$ cat src/rtl/matrix_ram_sequencer.sv
// rtl/matrix_ram_sequencer.sv - moves a ROWS x 4 signed matrix between a local buffer and a row-wide RAM
//
// Ports:
//   Clock, ResetN            clock, asynchronous active-low reset
//   Start, Direction         transfer request (1 = buffer->RAM, 0 = RAM->buffer)
//   BaseAddress              RAM address of row 0; row r lives at BaseAddress + r (mod 2^32)
//   BufWrite, BufRow, BufIn* host load of one buffer row; BufOut* shows row BufRow
//   Busy, Done               transfer in progress / one-cycle completion pulse
//   Ram*                     registered RAM command side, RamIn* is RAM read data
module matrix_ram_sequencer #(
    parameter  int WIDTH = 32,
    parameter  int ROWS  = 4,
    localparam int RW    = (ROWS > 1) ? $clog2(ROWS) : 1
) (
    input  logic                    Clock,
    input  logic                    ResetN,
    input  logic                    Start,
    input  logic                    Direction,
    input  logic [31:0]             BaseAddress,
    input  logic                    BufWrite,
    input  logic [RW-1:0]           BufRow,
    input  logic signed [WIDTH-1:0] BufIn1,
    input  logic signed [WIDTH-1:0] BufIn2,
    input  logic signed [WIDTH-1:0] BufIn3,
    input  logic signed [WIDTH-1:0] BufIn4,
    output logic signed [WIDTH-1:0] BufOut1,
    output logic signed [WIDTH-1:0] BufOut2,
    output logic signed [WIDTH-1:0] BufOut3,
    output logic signed [WIDTH-1:0] BufOut4,
    output logic                    Busy,
    output logic                    Done,
    output logic                    RamEnable,
    output logic                    RamReadWrite,
    output logic [31:0]             RamAddress,
    output logic signed [WIDTH-1:0] RamOutColumn1,
    output logic signed [WIDTH-1:0] RamOutColumn2,
    output logic signed [WIDTH-1:0] RamOutColumn3,
    output logic signed [WIDTH-1:0] RamOutColumn4,
    input  logic signed [WIDTH-1:0] RamInColumn1,
    input  logic signed [WIDTH-1:0] RamInColumn2,
    input  logic signed [WIDTH-1:0] RamInColumn3,
    input  logic signed [WIDTH-1:0] RamInColumn4
);

    // Counter must reach ROWS: a read spends one extra cycle capturing the last row.
    localparam int CW = $clog2(ROWS + 1);
    localparam logic [CW-1:0] LAST_ROW = CW'(ROWS - 1);
    localparam logic [CW-1:0] CAP_END  = CW'(ROWS);

    typedef enum logic [1:0] {IDLE, WRITE, READ, DONE} state_e;

    state_e                  state_q, state_d;
    logic [CW-1:0]           cnt_q, cnt_d;
    logic [31:0]             base_q, base_d;
    logic                    en_q, en_d;
    logic                    rw_q, rw_d;
    logic [31:0]             addr_q, addr_d;
    logic signed [WIDTH-1:0] col_q [4];
    logic signed [WIDTH-1:0] col_d [4];

    logic signed [WIDTH-1:0] mem_q [ROWS][4];

    logic                    buf_we;
    logic [RW-1:0]           buf_row;
    logic signed [WIDTH-1:0] buf_wdata [4];
    logic signed [WIDTH-1:0] buf_in [4];
    logic signed [WIDTH-1:0] ram_in [4];

    logic [CW-1:0]           cnt_inc, cnt_dec;
    logic [RW-1:0]           nxt_row, cap_row;
    logic [31:0]             nxt_addr;

    assign buf_in[0] = BufIn1;
    assign buf_in[1] = BufIn2;
    assign buf_in[2] = BufIn3;
    assign buf_in[3] = BufIn4;
    assign ram_in[0] = RamInColumn1;
    assign ram_in[1] = RamInColumn2;
    assign ram_in[2] = RamInColumn3;
    assign ram_in[3] = RamInColumn4;

    assign cnt_inc  = cnt_q + 1'b1;
    assign cnt_dec  = cnt_q - 1'b1;
    assign nxt_row  = cnt_inc[RW-1:0];
    assign cap_row  = cnt_dec[RW-1:0];
    assign nxt_addr = base_q + {{(32-CW){1'b0}}, cnt_inc};

    // RAM command for row 0 is registered at the Start edge so the first access
    // lands in the cycle right after Start; each state then prepares the next row.
    always_comb begin
        state_d   = state_q;
        cnt_d     = cnt_q;
        base_d    = base_q;
        en_d      = 1'b0;
        rw_d      = rw_q;
        addr_d    = addr_q;
        col_d     = col_q;
        buf_we    = 1'b0;
        buf_row   = BufRow;
        buf_wdata = buf_in;
        case (state_q)
            IDLE: begin
                if (Start) begin
                    state_d = Direction ? WRITE : READ;
                    cnt_d   = '0;
                    base_d  = BaseAddress;
                    en_d    = 1'b1;
                    rw_d    = Direction;
                    addr_d  = BaseAddress;
                    if (Direction) begin
                        col_d = mem_q[0];
                    end
                end else if (BufWrite) begin
                    buf_we = 1'b1;
                end
            end
            WRITE: begin
                if (cnt_q == LAST_ROW) begin
                    state_d = DONE;
                end else begin
                    cnt_d  = cnt_inc;
                    en_d   = 1'b1;
                    addr_d = nxt_addr;
                    col_d  = mem_q[nxt_row];
                end
            end
            READ: begin
                // Data for row cnt-1 is on RamIn this cycle.
                if (cnt_q != '0) begin
                    buf_we    = 1'b1;
                    buf_row   = cap_row;
                    buf_wdata = ram_in;
                end
                if (cnt_q == CAP_END) begin
                    state_d = DONE;
                end else begin
                    cnt_d = cnt_inc;
                    if (cnt_q != LAST_ROW) begin
                        en_d   = 1'b1;
                        addr_d = nxt_addr;
                    end
                end
            end
            DONE: begin
                state_d = IDLE;
            end
            default: begin
                state_d = IDLE;
            end
        endcase
    end

    always_ff @(posedge Clock or negedge ResetN) begin
        if (!ResetN) begin
            state_q <= IDLE;
            cnt_q   <= '0;
            base_q  <= '0;
            en_q    <= 1'b0;
            rw_q    <= 1'b0;
            addr_q  <= '0;
            for (int c = 0; c < 4; c++) begin
                col_q[c] <= '0;
            end
        end else begin
            state_q <= state_d;
            cnt_q   <= cnt_d;
            base_q  <= base_d;
            en_q    <= en_d;
            rw_q    <= rw_d;
            addr_q  <= addr_d;
            for (int c = 0; c < 4; c++) begin
                col_q[c] <= col_d[c];
            end
        end
    end

    always_ff @(posedge Clock or negedge ResetN) begin
        if (!ResetN) begin
            for (int r = 0; r < ROWS; r++) begin
                for (int c = 0; c < 4; c++) begin
                    mem_q[r][c] <= '0;
                end
            end
        end else if (buf_we) begin
            for (int c = 0; c < 4; c++) begin
                mem_q[buf_row][c] <= buf_wdata[c];
            end
        end
    end

    assign BufOut1       = mem_q[BufRow][0];
    assign BufOut2       = mem_q[BufRow][1];
    assign BufOut3       = mem_q[BufRow][2];
    assign BufOut4       = mem_q[BufRow][3];
    assign Busy          = (state_q != IDLE);
    assign Done          = (state_q == DONE);
    assign RamEnable     = en_q;
    assign RamReadWrite  = rw_q;
    assign RamAddress    = addr_q;
    assign RamOutColumn1 = col_q[0];
    assign RamOutColumn2 = col_q[1];
    assign RamOutColumn3 = col_q[2];
    assign RamOutColumn4 = col_q[3];

endmodule

$ cat config.mk
export PLATFORM = sky130hd
export DESIGN_NAME = matrix_ram_sequencer
export DESIGN_NICKNAME = d
export VERILOG_FILES = /design/src/rtl/matrix_ram_sequencer.sv
export SDC_FILE = /design/constraint.sdc
export NUM_CORES = 2
export LEC_CHECK = 0
export CORE_MARGIN = 2
export CORE_UTILIZATION = 45
export DETAILED_ROUTE_END_ITERATION = 12
export MAX_ROUTING_LAYER = met4
export PLACE_DENSITY = 0.7
export SLEW_MARGIN = 40
export SYNTH_ARGS = -nofsm -noshare
export SYNTH_HDL_FRONTEND = slang
export SYNTH_SLANG_ARGS = --single-unit
$ cat constraint.sdc
create_clock -name Clock -period 5.4 [get_ports Clock]
set_input_delay 0.81 -clock Clock [delete_from_list [all_inputs] [get_ports Clock]]
set_output_delay 0.81 -clock Clock [all_outputs]
set_load 0.02 [all_outputs]
=== Word level (Yosys, flattened, before mapping) ===
Index checks and enable logic that the tools add are counted.

* Register bits: 711
* Input bits: 295
* Output and inout port bits: 292
* Word-level logic and storage cells: 109

* Add/sub/neg operators: 3
* Order comparisons: 4
* Equality and inequality tests: 13
* Muxes and demuxes: 49
* Bitwise gates (word level): 3
* Reductions and logical operators: 11

{| class="wikitable"
|+ Operators by type and width
! kind !! number
|-
| 512-bit bitwise mux || 4
|-
| 128-bit 2-to-1 mux || 10
|-
| 128-bit demux with 2-bit select || 4
|-
| 128-bit binary-select mux with 2-bit select || 2
|-
| 128-bit case mux with 2 select lines || 1
|-
| 32-bit 2-to-1 mux || 5
|-
| 96-bit 2-to-1 mux || 1
|-
| 32-bit case mux with 3 select lines || 1
|-
| 64-bit 2-to-1 mux || 1
|-
| 32-bit by 3-bit adder with 32-bit output || 1
|-
| 2-bit inequality test (second input constant) || 7
|-
| 2-bit 2-to-1 mux || 6
|-
| 3-bit >= comparator (second input constant) || 3
|-
| 3-bit 2-to-1 mux || 3
|-
| 2-bit NOT with 3-bit output || 3
|-
| 3-bit case mux with 3 select lines || 1
|-
| 2-bit case mux with 4 select lines || 1
|-
| 4-bit AND reduction || 2
|-
| 1-bit 2-to-1 mux || 7
|-
| 3-bit nonzero test || 2
|-
| 5-bit AND reduction || 1
|-
| 2-bit == test (second input constant) || 2
|-
| 2-bit nonzero test || 2
|-
| 3-bit by 1-bit adder with 3-bit output (second input constant) || 1
|-
| other kinds (12) || 12
|}

=== Longest topological paths before layout ===
* Depth in word-level cells: 12
* Depth in mapped cells: 14
* Gate-level depth less buffers: 9

=== Worst setup path before layout ===
No wires, ideal clock.

* Kind: reg-to-reg
* Start point: register cnt_q[0]
* End point: register addr_q[22] (netlist: RamAddress[22])
* Setup time: 0.064 ns
* Data arrival time: 3.306 ns
* Data required time: 5.336 ns
* Slack: 2.030 ns
* Cell stages (with the launch flop): 14
* Path buffers: 4
* Clock period less this slack: 3.370 ns
* Cells stage by stage: dfrtp_1 -> clkbuf_1 -> clkbuf_1 -> clkbuf_1 -> inv_1 -> ha_1 -> buf_2 -> inv_2 -> fa_1 -> nor2b_1 -> o2111ai_1 -> or4_1 -> a31oi_1 -> a21o_1

* Longest elaborated chain between the ends: 5
* Elaborated cells on any way between the ends: 13
* Those cells by class: add/sub (2); eq/ne (6); mux (4); reduce/logical (1)

{| class="wikitable"
|+ RTL lines
! item !! RTL line !! RTL
|-
| start: declaration || 53 || <nowiki>logic [CW-1:0] cnt_q, cnt_d;</nowiki>
|-
| start signal: assignment || 166 || <nowiki>cnt_q <= cnt_d;</nowiki>
|-
| 3-bit by 1-bit adder with 3-bit output || 82 || <nowiki>assign cnt_inc = cnt_q + 1'b1;</nowiki>
|-
| 32-bit by 3-bit adder with 32-bit output || 86 || <nowiki>assign nxt_addr = base_q + {{(32-CW){1'b0}}, cnt_inc};</nowiki>
|-
| 32-bit 2-to-1 mux || 138 || <nowiki>if (cnt_q != LAST_ROW) begin</nowiki>
|-
| 32-bit 2-to-1 mux || 134 || <nowiki>if (cnt_q == CAP_END) begin</nowiki>
|-
| 32-bit case mux with 3 select lines || 101 || <nowiki>case (state_q)</nowiki>
|-
| end signal: assignment || 170 || <nowiki>addr_q <= addr_d;</nowiki>
|-
| end: declaration || 57 || <nowiki>logic [31:0] addr_q, addr_d;</nowiki>
|}

Several ways; a longest one is shown, not always the timed one. The select of a mux whose other input is x is not followed.
A chain may end at the register's enable or synchronous reset.

=== Worst setup path after layout ===
* Start point: input port BufRow[0]
* End point: output port BufOut1[28]

* Longest elaborated chain between the ends: 4

{| class="wikitable"
|+ RTL lines
! item !! RTL line !! RTL
|-
| start: declaration || 21 || <nowiki>input logic [RW-1:0] BufRow,</nowiki>
|-
| 2-bit NOT with 3-bit output (not written as such) || 191 || <nowiki>assign BufOut1 = mem_q[BufRow][0];</nowiki>
|-
| 128-bit binary-select mux with 2-bit select || 191 ||
|-
| 128-bit 2-to-1 mux (2 in a row) || - ||
|-
| end: declaration || 26 || <nowiki>output logic signed [WIDTH-1:0] BufOut1,</nowiki>
|}

Every way passes these cells. The select of a mux whose other input is x is not followed.

==> reports/qor.txt <==
Number of synthesized register bits: 711
RSZ-0062 raised after global routing: no
Final Hold Vio Count: 0
Flop2flop setup slack: 1.85 ns
GRT Total Usage: 0.272
GPL Wtd Cong: 0.852
Setup TNS: 0 ns
Commonest cells post-synth: dfrtp_1, o21ai_0, nand2_1
Routed wire length: 104000 um
Rel. slew slack: 0.429
Residual DRC: 0
Period minus WS final: 3.85 ns
Main synth FF type: dfrtp_1
Register area: 17800 sq um
I/O pins: 587
Nets: 4096
Via count: 27700
Critical path capture point type: primary output
Core footprint: 75700 sq um
Post-Syn Instances: 3339
Worst-path fanout max: 58
Final Max Slew Viols: 0
PortBufs: 586
Placed Instance Area: 41100 sq um
Overflow after GRT: 0
Share of layout cells above drive strength 1: 0.127
Synthesis-to-finish area growth: 27.6%
DR vias/cell: 5.73
Starting density of the core: 0.452
Avg WL per Cell: 21.5 um
Clock skew: 0.0256 ns
Ys Warns: 0
Critical Path AT: 3.04 ns
Least-Margin Pin Slew: 0.856 ns
Netlist cell types: 48
Peak supply drop: 0.000396 V
Routed Antenna Nets: 0
CTS Buffer Depth: 3
Leakage power: 18.6 nW
Dominant cells by area after synthesis: dfrtp_1, mux4_2, o21ai_0
Status: finished, final reports clean
Worst Hold Class: in2async
Filler cells: 6444
H-tree levels: 3
Worst EP required: 4.59 ns
Die span in y: 280 um
Global-route wire length before repair: 163000 um
HPWL after DPL: 66800 um
Fin util: 0.578
Syn nets: 3645
Leading area contributor after synthesis: dfrtp_1
Cell row count: 101
Max Clk Rate: 260 MHz
Multi-input gate area: 15300 sq um
Total die area: 78300 sq um
Overall Power: 30.1 mW
Yosys top cell area share: 0.519
Post-CTS Hold Buffers: 0
Max Cap Violations: 0
Design area: 43700 sq um
Largest net degree at the start of global routing: 155
Final hold slack: 0.110 ns
Post-CTS Setup Bufs: 0
CTS tree: built
Count leader, synth: dfrtp_1
Synth async-reset ratio: 1.00
CP Launch Type: input pin
Mapped Area: 34200 sq um
Final setup viols: 0
Post-synth EDFFs: 0
Chip width: 280 um
Cell Pwr Density: 689 nW/um^2
Mean post-synth cell area: 10.3 sq um
First drt pass iteration count: 8
Crit Path Class: in2out
Vias in the first global route: 27700
1st-iter DRT viols: 2210
Clk pin slew, worst setup/hold paths: 0.06 ns
Clock root buffer: clkbuf_16
Final period util: 0.712
Num CTS Buffers: 77
Initial antenna violation count: 4
Num Clock Sinks: 711
Clock Latency Late Sink: 0.61 ns
Post_cts resized: 0
Sequential element share of the synthesized area: 0.519
## worst paths after layout
check | from | end | cells past startpoint
worst max-delay path | BufRow[0] | BufOut1[28] | 4
worst min-delay path | ResetN | RamAddress[13] | 1
worst max register to register | cnt_q[0] | RamAddress[22] | 9
worst min register to register | RamOutColumn3[16] | RamOutColumn3[16] | 2
max in group asynchronous | ResetN | RamOutColumn3[21] | 4
min in group Clock | RamOutColumn3[16] | RamOutColumn3[16] | 2
## report_power, final
part / leakage [nW] / switching [mW] / total (mW) / internal, mW
sequential: 8.59 / 2.01 / 10.0 / 7.99
clock: 1.25 / 2.21 / 5.39 / 3.18
combinational: 8.79 / 8.17 / 14.7 / 6.55
total: 18.6 / 12.4 / 30.1 / 17.7
## through the flow
step / std cells / setup slack [ns]
detailed placement: 4687 / 1.57
global placement: 4683 / 1.51
global route: 4831 / 1.47
finish: 4832 / 1.55
CTS: 4825 / 1.56
floorplan: 3339 / 2.03
## registers in the layout, summed over array words and instances (netlist names)
name	count
RamOutColumn4	32
RamOutColumn2	32
RamAddress	32
RamEnable	1
state_q	2
base_q	32
RamOutColumn1	32
cnt_q	3
mem_q	512
RamReadWrite	1
RamOutColumn3	32
## logic make-up (layout without fill, tap and decap cells)
group	Yosys count	in the layout	share of synthesized area
compound gates	1000	1000	0.155
simple gates	876	876	0.102
other cells	0	5	0
flops	711	711	0.519
mux	424	424	0.177
xor+xnor	24	24	0.00614
buf+inv	293	803	0.0369
fa+ha+maj	11	11	0.00424
## cell type report
class	count	area share
multi-input combinational	2335	0.351
antenna	5	0.000286
timing repair buffer	649	0.154
sequential	711	0.407
inverter	16	0.00137
tap	978	0.0280
clock buffer	111	0.0512
clock inverter	27	0.00767
## routing by layer
layer | wire, um | vias up | track usage
met2 | 51100 | 1018 | 0.443
met4 | 3240 | 0 | 0.0901
met1 | 42700 | 13700 | 0.349
met5 | 0 | - | -
met3 | 6760 | 199 | 0.0450
li1 | - | 12800 | -
## worst max-delay path: stages
cell,delay (ns)
clkbuf_8,0.54
buf_12,0.35
mux4_2,0.55
clkdlybuf4s50_1,0.62
## cell usage in the layout, fill, tap and decap left out, types with 6 or more instances in the layout
cell type / synthesis / layout
a21o_1: 8 / 8
clkbuf_1: 134 / 19
clkinv_2: 0 / 12
nor4_1: 10 / 9
a21oi_1: 276 / 276
mux4_2: 128 / 128
o21ai_0: 542 / 542
buf_4: 6 / 32
nand2_1: 538 / 535
xnor2_1: 20 / 20
mux2_2: 160 / 160
clkbuf_16: 0 / 80
inv_1: 15 / 15
and3_1: 7 / 7
nor2_1: 264 / 264
nand3_1: 16 / 16
clkbuf_8: 0 / 13
clkdlybuf4s50_1: 0 / 583
dfrtp_1: 711 / 710
mux2i_1: 136 / 136
bufinv_16: 0 / 6
o21ai_1: 14 / 14
ha_1: 10 / 8
nor3b_1: 13 / 13
o22ai_1: 129 / 128
buf_12: 0 / 23
Power figures use the tool's default switching activity.
